## config.mk

```make
export PLATFORM = sky130hd
export DESIGN_NAME = video_capture_downscaler
export DESIGN_NICKNAME = d
export VERILOG_FILES = /design/src/rtl/video_pkg.sv /design/src/rtl/video_sync_detect.sv /design/src/rtl/video_capture_downscaler.sv
export SDC_FILE = /design/constraint.sdc
export NUM_CORES = 1
export LEC_CHECK = 0
export ABC_AREA = 0
export CORE_ASPECT_RATIO = 0.6
export CORE_UTILIZATION = 38
export DETAILED_ROUTE_END_ITERATION = 8
export HOLD_SLACK_MARGIN = 0.03
export MAX_ROUTING_LAYER = met4
export PLACE_DENSITY = 0.68
export SETUP_SLACK_MARGIN = 0.05
export SYNTH_ARGS = -nofsm -noshare
export SYNTH_HDL_FRONTEND = slang
export SYNTH_SLANG_ARGS = --single-unit
```

## constraint.sdc

```tcl
create_clock -name clk -period 4.8 [get_ports clk]
set_input_delay 0.72 -clock clk [delete_from_list [all_inputs] [get_ports clk]]
set_output_delay 0.72 -clock clk [all_outputs]
set_load 0.005 [all_outputs]
```

## src/rtl/video_pkg.sv

```systemverilog
// Shared video constants, capture FSM state type and pixel-format helpers used by the capture
// path and the timing-generator side.
package video_pkg;

    localparam int unsigned H_ACTIVE_DEF = 640;
    localparam int unsigned V_ACTIVE_DEF = 480;
    // Wide enough for any line/frame size the capture path is expected to see.
    localparam int unsigned CNT_W        = 12;

    typedef enum logic [1:0] {
        StSyncWait,
        StFrameWait,
        StCapture,
        StDrop
    } vcap_state_e;

    // Truncating RGB888 -> RGB565 conversion.
    function automatic logic [15:0] rgb888_to_565(input logic [23:0] rgb);
        return {rgb[23:19], rgb[15:10], rgb[7:3]};
    endfunction

endpackage

```

## src/rtl/video_sync_detect.sv

```systemverilog
// Registers the raw video inputs once and derives polarity-normalised edge pulses for
// hsync, vsync and data enable from the registered copies.
module video_sync_detect #(
    parameter bit SYNC_POL = 1'b0
) (
    input  logic        clk,
    input  logic        rst_n,
    input  logic        vid_hsync,
    input  logic        vid_vsync,
    input  logic        vid_de,
    input  logic [23:0] vid_rgb,
    output logic        de,
    output logic [23:0] rgb,
    output logic        hs_rise,
    output logic        vs_rise,
    output logic        vs_fall,
    output logic        de_fall
);

    logic        hs_d, hs_q, hs_prev_d, hs_prev_q;
    logic        vs_d, vs_q, vs_prev_d, vs_prev_q;
    logic        de_d, de_q, de_prev_d, de_prev_q;
    logic [23:0] rgb_d, rgb_q;

    // Syncs are stored as "asserted" flags so everything downstream is polarity-agnostic.
    always_comb begin
        hs_d      = (vid_hsync == SYNC_POL);
        vs_d      = (vid_vsync == SYNC_POL);
        de_d      = vid_de;
        rgb_d     = vid_rgb;
        hs_prev_d = hs_q;
        vs_prev_d = vs_q;
        de_prev_d = de_q;
    end

    always_ff @(posedge clk or negedge rst_n) begin
        if (!rst_n) begin
            hs_q      <= 1'b0;
            vs_q      <= 1'b0;
            de_q      <= 1'b0;
            rgb_q     <= '0;
            hs_prev_q <= 1'b0;
            vs_prev_q <= 1'b0;
            de_prev_q <= 1'b0;
        end else begin
            hs_q      <= hs_d;
            vs_q      <= vs_d;
            de_q      <= de_d;
            rgb_q     <= rgb_d;
            hs_prev_q <= hs_prev_d;
            vs_prev_q <= vs_prev_d;
            de_prev_q <= de_prev_d;
        end
    end

    assign de      = de_q;
    assign rgb     = rgb_q;
    assign hs_rise = hs_q & ~hs_prev_q;
    assign vs_rise = vs_q & ~vs_prev_q;
    assign vs_fall = ~vs_q & vs_prev_q;
    assign de_fall = ~de_q & de_prev_q;

endmodule

```

## src/rtl/video_capture_downscaler.sv

```systemverilog
// Captures a video stream, keeps every other pixel of every other line and writes RGB565 to a
// pixel FIFO. Define VCAP_TEST_PATTERN_EN to add the tp_en coordinate test-pattern input.
module video_capture_downscaler
    import video_pkg::*;
#(
    parameter int unsigned H_ACTIVE = H_ACTIVE_DEF,
    parameter int unsigned V_ACTIVE = V_ACTIVE_DEF,
    parameter bit          SYNC_POL = 1'b0
) (
    input  logic        clk,
    input  logic        rst_n,
    input  logic        vid_hsync,
    input  logic        vid_vsync,
    input  logic        vid_de,
    input  logic [23:0] vid_rgb,
`ifdef VCAP_TEST_PATTERN_EN
    input  logic        tp_en,
`endif
    input  logic        fifo_full,
    output logic        wr_en,
    output logic [15:0] wr_data,
    output logic        sof,
    output logic        frame_done,
    output logic        overflow,
    output logic        line_err
);

    localparam logic [CNT_W-1:0] HCnt  = CNT_W'(H_ACTIVE);
    localparam logic [CNT_W-1:0] VLast = CNT_W'(V_ACTIVE - 1);

    logic        de, hs_rise, vs_rise, vs_fall, de_fall;
    logic [23:0] rgb;

    video_sync_detect #(
        .SYNC_POL (SYNC_POL)
    ) u_sync_detect (
        .clk       (clk),
        .rst_n     (rst_n),
        .vid_hsync (vid_hsync),
        .vid_vsync (vid_vsync),
        .vid_de    (vid_de),
        .vid_rgb   (vid_rgb),
        .de        (de),
        .rgb       (rgb),
        .hs_rise   (hs_rise),
        .vs_rise   (vs_rise),
        .vs_fall   (vs_fall),
        .de_fall   (de_fall)
    );

    vcap_state_e      state_d, state_q;
    logic             armed_d, armed_q;
    logic [CNT_W-1:0] x_cnt_d, x_cnt_q;
    logic [CNT_W-1:0] y_cnt_d, y_cnt_q;
    logic             keep_d, keep_q;
    logic             first_d, first_q;
    logic [15:0]      pix_d, pix_q;
    logic             wr_en_d, wr_en_q;
    logic [15:0]      wr_data_d, wr_data_q;
    logic             sof_d, sof_q;
    logic             frame_done_d, frame_done_q;
    logic             overflow_d, overflow_q;
    logic             line_err_d, line_err_q;
    logic             take_px, counting, drop_now;

    always_comb begin
        state_d      = state_q;
        armed_d      = armed_q;
        x_cnt_d      = x_cnt_q;
        y_cnt_d      = y_cnt_q;
        keep_d       = 1'b0;
        first_d      = 1'b0;
        pix_d        = pix_q;
        wr_en_d      = 1'b0;
        wr_data_d    = wr_data_q;
        sof_d        = 1'b0;
        frame_done_d = 1'b0;
        overflow_d   = overflow_q;
        line_err_d   = line_err_q;
        take_px      = 1'b0;
        counting     = 1'b0;
        drop_now     = keep_q & fifo_full;

        // Write stage: a pixel decided one cycle ago is committed now, or lost to a full FIFO.
        if (keep_q) begin
            if (fifo_full) begin
                overflow_d = 1'b1;
            end else begin
                wr_en_d   = 1'b1;
                wr_data_d = pix_q;
                sof_d     = first_q;
            end
        end

        unique case (state_q)
            StSyncWait: begin
                if (vs_fall) begin
                    state_d = StFrameWait;
                    armed_d = 1'b1;
                    x_cnt_d = '0;
                    y_cnt_d = '0;
                end
            end
            StFrameWait: begin
                if (vs_fall) begin
                    armed_d = 1'b1;
                end else if (armed_q && de) begin
                    state_d = StCapture;
                    armed_d = 1'b0;
                    take_px = 1'b1;
                end
            end
            StCapture: begin
                counting = 1'b1;
                take_px  = de & ~drop_now;
                if (drop_now) state_d = StDrop;
            end
            StDrop: begin
                counting = 1'b1;
            end
            default: ;
        endcase

        if ((counting || take_px) && de) x_cnt_d = x_cnt_q + 1'b1;

        if (take_px) begin
            keep_d  = ~x_cnt_q[0] & ~y_cnt_q[0];
            first_d = (x_cnt_q == '0) && (y_cnt_q == '0);
`ifdef VCAP_TEST_PATTERN_EN
            pix_d   = tp_en ? {x_cnt_q[9:5], y_cnt_q[8:3], x_cnt_q[5:1]} : rgb888_to_565(rgb);
`else
            pix_d   = rgb888_to_565(rgb);
`endif
        end

        if (counting && de_fall) begin
            if (x_cnt_q != HCnt) line_err_d = 1'b1;
            x_cnt_d = '0;
            y_cnt_d = y_cnt_q + 1'b1;
            if (state_q == StCapture && y_cnt_q == VLast) begin
                state_d      = StFrameWait;
                y_cnt_d      = '0;
                frame_done_d = 1'b1;
            end
        end

        // hsync only re-aligns the pixel counter outside active video.
        if (hs_rise && !de) x_cnt_d = '0;

        // A new vsync assertion abandons whatever frame was in progress.
        if (vs_rise) begin
            state_d      = StFrameWait;
            armed_d      = 1'b0;
            x_cnt_d      = '0;
            y_cnt_d      = '0;
            keep_d       = 1'b0;
            frame_done_d = 1'b0;
        end
    end

    always_ff @(posedge clk or negedge rst_n) begin
        if (!rst_n) begin
            state_q      <= StSyncWait;
            armed_q      <= 1'b0;
            x_cnt_q      <= '0;
            y_cnt_q      <= '0;
            keep_q       <= 1'b0;
            first_q      <= 1'b0;
            pix_q        <= '0;
            wr_en_q      <= 1'b0;
            wr_data_q    <= '0;
            sof_q        <= 1'b0;
            frame_done_q <= 1'b0;
            overflow_q   <= 1'b0;
            line_err_q   <= 1'b0;
        end else begin
            state_q      <= state_d;
            armed_q      <= armed_d;
            x_cnt_q      <= x_cnt_d;
            y_cnt_q      <= y_cnt_d;
            keep_q       <= keep_d;
            first_q      <= first_d;
            pix_q        <= pix_d;
            wr_en_q      <= wr_en_d;
            wr_data_q    <= wr_data_d;
            sof_q        <= sof_d;
            frame_done_q <= frame_done_d;
            overflow_q   <= overflow_d;
            line_err_q   <= line_err_d;
        end
    end

    assign wr_en      = wr_en_q;
    assign wr_data    = wr_data_q;
    assign sof        = sof_q;
    assign frame_done = frame_done_q;
    assign overflow   = overflow_q;
    assign line_err   = line_err_q;

endmodule

```

==> results.sh <==
export IMPL_fillers=900
export IMPL_start_kind="register"
export IMPL_path_class="reg2reg"
export IMPL_placed_cells=493
export IMPL_synth_top_area_share_pct=57.0
export IMPL_setup_viol=0
export IMPL_post_drt_wl_per_cell_um=15.3
export IMPL_vdd_drop_max_mv=0.207
export IMPL_place_gp_congestion=0.815
export IMPL_outcome="finished clean"
export IMPL_syn_num_nets=366
export IMPL_p_leak_uw=0.00198
export IMPL_route_detailed_drc=0
export IMPL_fin_area_um2=4700
export IMPL_synth_flop_cell="dfrtp_1"
export IMPL_synth_cell_types=51
export IMPL_power_density_nw_per_um2=445
export IMPL_fin_setup_tns_ps=0
export IMPL_num_antenna_cells=0
export IMPL_cts_root_buf="clkbuf_16"
export IMPL_clk_latency_ps=340
export IMPL_finalMaxSlewViolations=0
export IMPL_cpPeakStageDelay_ps=750
export IMPL_synth_edf_count=0
export IMPL_io_buffers=42
export IMPL_cap_viol_max_count=0
export IMPL_tightest_slew_ps=1150
export IMPL_total_power_uw=2090
export IMPL_grt_total_usage_pct=16.7
export IMPL_stdcell_count=509
export IMPL_start_util_pct=39.1
export IMPL_cts_resized=0
export IMPL_clkSinkCount=88
export IMPL_ys_seq_area_share_pct=57.0
export IMPL_seqCellArea_um2=2200
export IMPL_arrival_ps=3210
export IMPL_ys_async_sr_fraction_pct=100
export IMPL_min_period_ps=2970
export IMPL_crit_chain="inv_1, ha_1, or2_2, a221oi_4, nand3b_1, o221ai_1"
export IMPL_wirelength_um=7790
export IMPL_syn_to_final_growth_pct=21.6
export IMPL_hpwl_um=5300
export IMPL_end_kind="register"
export IMPL_required_ps=5040
export IMPL_multiInputGateArea_um2=1500
export IMPL_synth_seq_cells=88
export IMPL_final_hold_viol_count=0
export IMPL_synthTopCellsByArea="dfrtp_1, mux2_2, nand3_1"
export IMPL_firstDrtPassIters=4
export IMPL_cts_clk_slew_worst_paths_ps=70
export IMPL_synthCells=326
export IMPL_clock_skew_ps=6.33
export IMPL_die_h_um=80.1
export IMPL_yosysWarnings=0
export IMPL_fin_nets=409
export IMPL_cts_hold_buf=0
export IMPL_viasPerCell=5.36
export IMPL_antenna_found_initial=0
export IMPL_post_synth_top_area_cell="dfrtp_1"
export IMPL_grt_pass1_wl_um=13300
export IMPL_grt_pass1_vias=2650
export IMPL_syn_avg_cell_area_um2=11.8
export IMPL_num_rows=28
export IMPL_cp_max_fo=17
export IMPL_min_period_over_period_pct=62.0
export IMPL_htree_levels=3
export IMPL_postCtsSetupRepairBufs=0
export IMPL_die_w_um=132
export IMPL_timing_fmax_mhz=336
export IMPL_rsz0062_at_grt="false"
export IMPL_detail_route_antenna_nets=0
export IMPL_syn_area_um2=3860
export IMPL_place_area_um2=4400
export IMPL_drive_above_1_share_pct=17.1
export IMPL_numCtsBuffers=9
export IMPL_io_pins=51
export IMPL_core_area_um2=9880
export IMPL_grt_overflow=0
export IMPL_die_area_um2=10600
export IMPL_min_path_type="in2async"
export IMPL_vias=2729
export IMPL_clockBufferDepth=2
export IMPL_grt_max_degree=54
export IMPL_hold_ws_ps=346
export IMPL_slew_headroom_pct=23.2
export IMPL_cpMaxStageDelayCell="a221oi_4"
export IMPL_cts_tree="built"
export IMPL_drt_initial_drc_count=177
[cells by family (layout without fill, tap and decap cells)]
logic type / Yosys count / count (layout) / share of synthesized area (%)
muxes: 32 / 32 / 9.33
adders and majority gates: 10 / 10 / 3.24
buffers and inverters: 36 / 84 / 4.08
xor gates and xnor gates: 1 / 1 / 0.227
AOI/OAI and AO/OA: 62 / 62 / 11.9
and+or+nand+nor: 97 / 97 / 14.2
DFF: 88 / 88 / 57.0
[cell type report]
type,instances,share of cell area (%)
Inverter,24,1.92
Timing Repair Buffer,44,9.21
Clock inverter,7,1.62
Sequential cell,88,46.9
Clock buffer,9,4.79
Tap cell,135,3.60
Multi-Input combinational cell,202,32.0
[critical path, delay by kind of cell, from the launching register on]
family / cells / cell delay, ps
and+or+nand+nor: 2 / 950
buffers and inverters: 1 / 100
AOI/OAI and AO/OA: 2 / 1140
DFF: 1 / 400
adders and majority gates: 1 / 290
[cell usage after synthesis, types with 2 or more instances]
| master | number |
|---|---|
| a21o_1 | 2 |
| a21oi_1 | 5 |
| a31oi_1 | 18 |
| buf_2 | 6 |
| buf_6 | 2 |
| clkbuf_1 | 3 |
| dfrtp_1 | 88 |
| ha_1 | 10 |
| inv_1 | 24 |
| mux2_2 | 32 |
| nand2_1 | 11 |
| nand2b_1 | 4 |
| nand3_1 | 26 |
| nand3b_1 | 2 |
| nand4_1 | 9 |
| nor2_1 | 11 |
| nor2b_1 | 2 |
| nor3_1 | 8 |
| nor4_1 | 5 |
| o2111ai_1 | 2 |
| o211ai_1 | 4 |
| o21ai_0 | 8 |
| o21bai_1 | 2 |
| o221ai_1 | 7 |
| o311ai_0 | 2 |
| or2_2 | 4 |
| or3_1 | 4 |
| or4_4 | 2 |
[metrics by stage]
| step | util (%) | worst slack [ps] |
|---|---|---|
| after floorplan | - | 2840 |
| after global placement | 44.5 | 2050 |
| after detailed placement | 44.5 | 1960 |
| after CTS | 47.6 | 1930 |
| after global routing | 47.6 | 1600 |
| final | 47.6 | 1830 |
[path summary, 6_finish.rpt]
kind / from / endpoint / slack, ps / depth (start not counted)
worst max-delay path: state_q[0] / x_cnt_q[9] / 1830 / 6
worst min-delay path: rst_n / u_sync_detect.de_prev_q / 350 / 1
worst max register to register: state_q[0] / x_cnt_q[9] / 1830 / 6
worst min register to register: u_sync_detect.vs_prev_d / u_sync_detect.vs_prev_q / 420 / 0
max in group asynchronous: rst_n / u_sync_detect.vs_prev_q / 3420 / 2
min in group clk: u_sync_detect.vs_prev_d / u_sync_detect.vs_prev_q / 420 / 0
[power breakdown]
part	internal (uW)	switching, uW	total (uW)
sequential	872	71.8	943
combinational	235	207	443
clock	408	297	705
total	1510	576	2090
[placed cells by master, fill, tap and decap left out, types with 2 or more instances in the layout]
| cell | n |
|---|---|
| dfrtp_1 | 88 |
| clkdlybuf4s50_1 | 41 |
| mux2_2 | 32 |
| nand3_1 | 26 |
| inv_1 | 24 |
| a31oi_1 | 18 |
| nand2_1 | 11 |
| nor2_1 | 11 |
| ha_1 | 10 |
| nand4_1 | 9 |
| clkbuf_16 | 9 |
| o21ai_0 | 8 |
| nor3_1 | 8 |
| o221ai_1 | 7 |
| a21oi_1 | 5 |
| nor4_1 | 5 |
| or2_2 | 4 |
| nand2b_1 | 4 |
| or3_1 | 4 |
| o211ai_1 | 4 |
| inv_6 | 3 |
| buf_4 | 3 |
| nor2b_1 | 2 |
| or4_4 | 2 |
| o21bai_1 | 2 |
| nand3b_1 | 2 |
| o2111ai_1 | 2 |
| a21o_1 | 2 |
| o311ai_0 | 2 |
| clkinvlp_4 | 2 |
[flip-flops by register name (all words and copies together), names as in the netlist, 2 cells and up]
register	flops
pix_q	16
u_sync_detect.rgb	16
y_cnt_q	12
state_q	2
wr_data	16
x_cnt_q	12
[per-layer routing]
metal | wire (um) | GRT usage, %
met5 | 0 | -
met4 | 82 | 5.23
met3 | 406 | 4.42
met2 | 3310 | 24.3
met1 | 3990 | 22.9
Power figures use the tool's default switching activity.
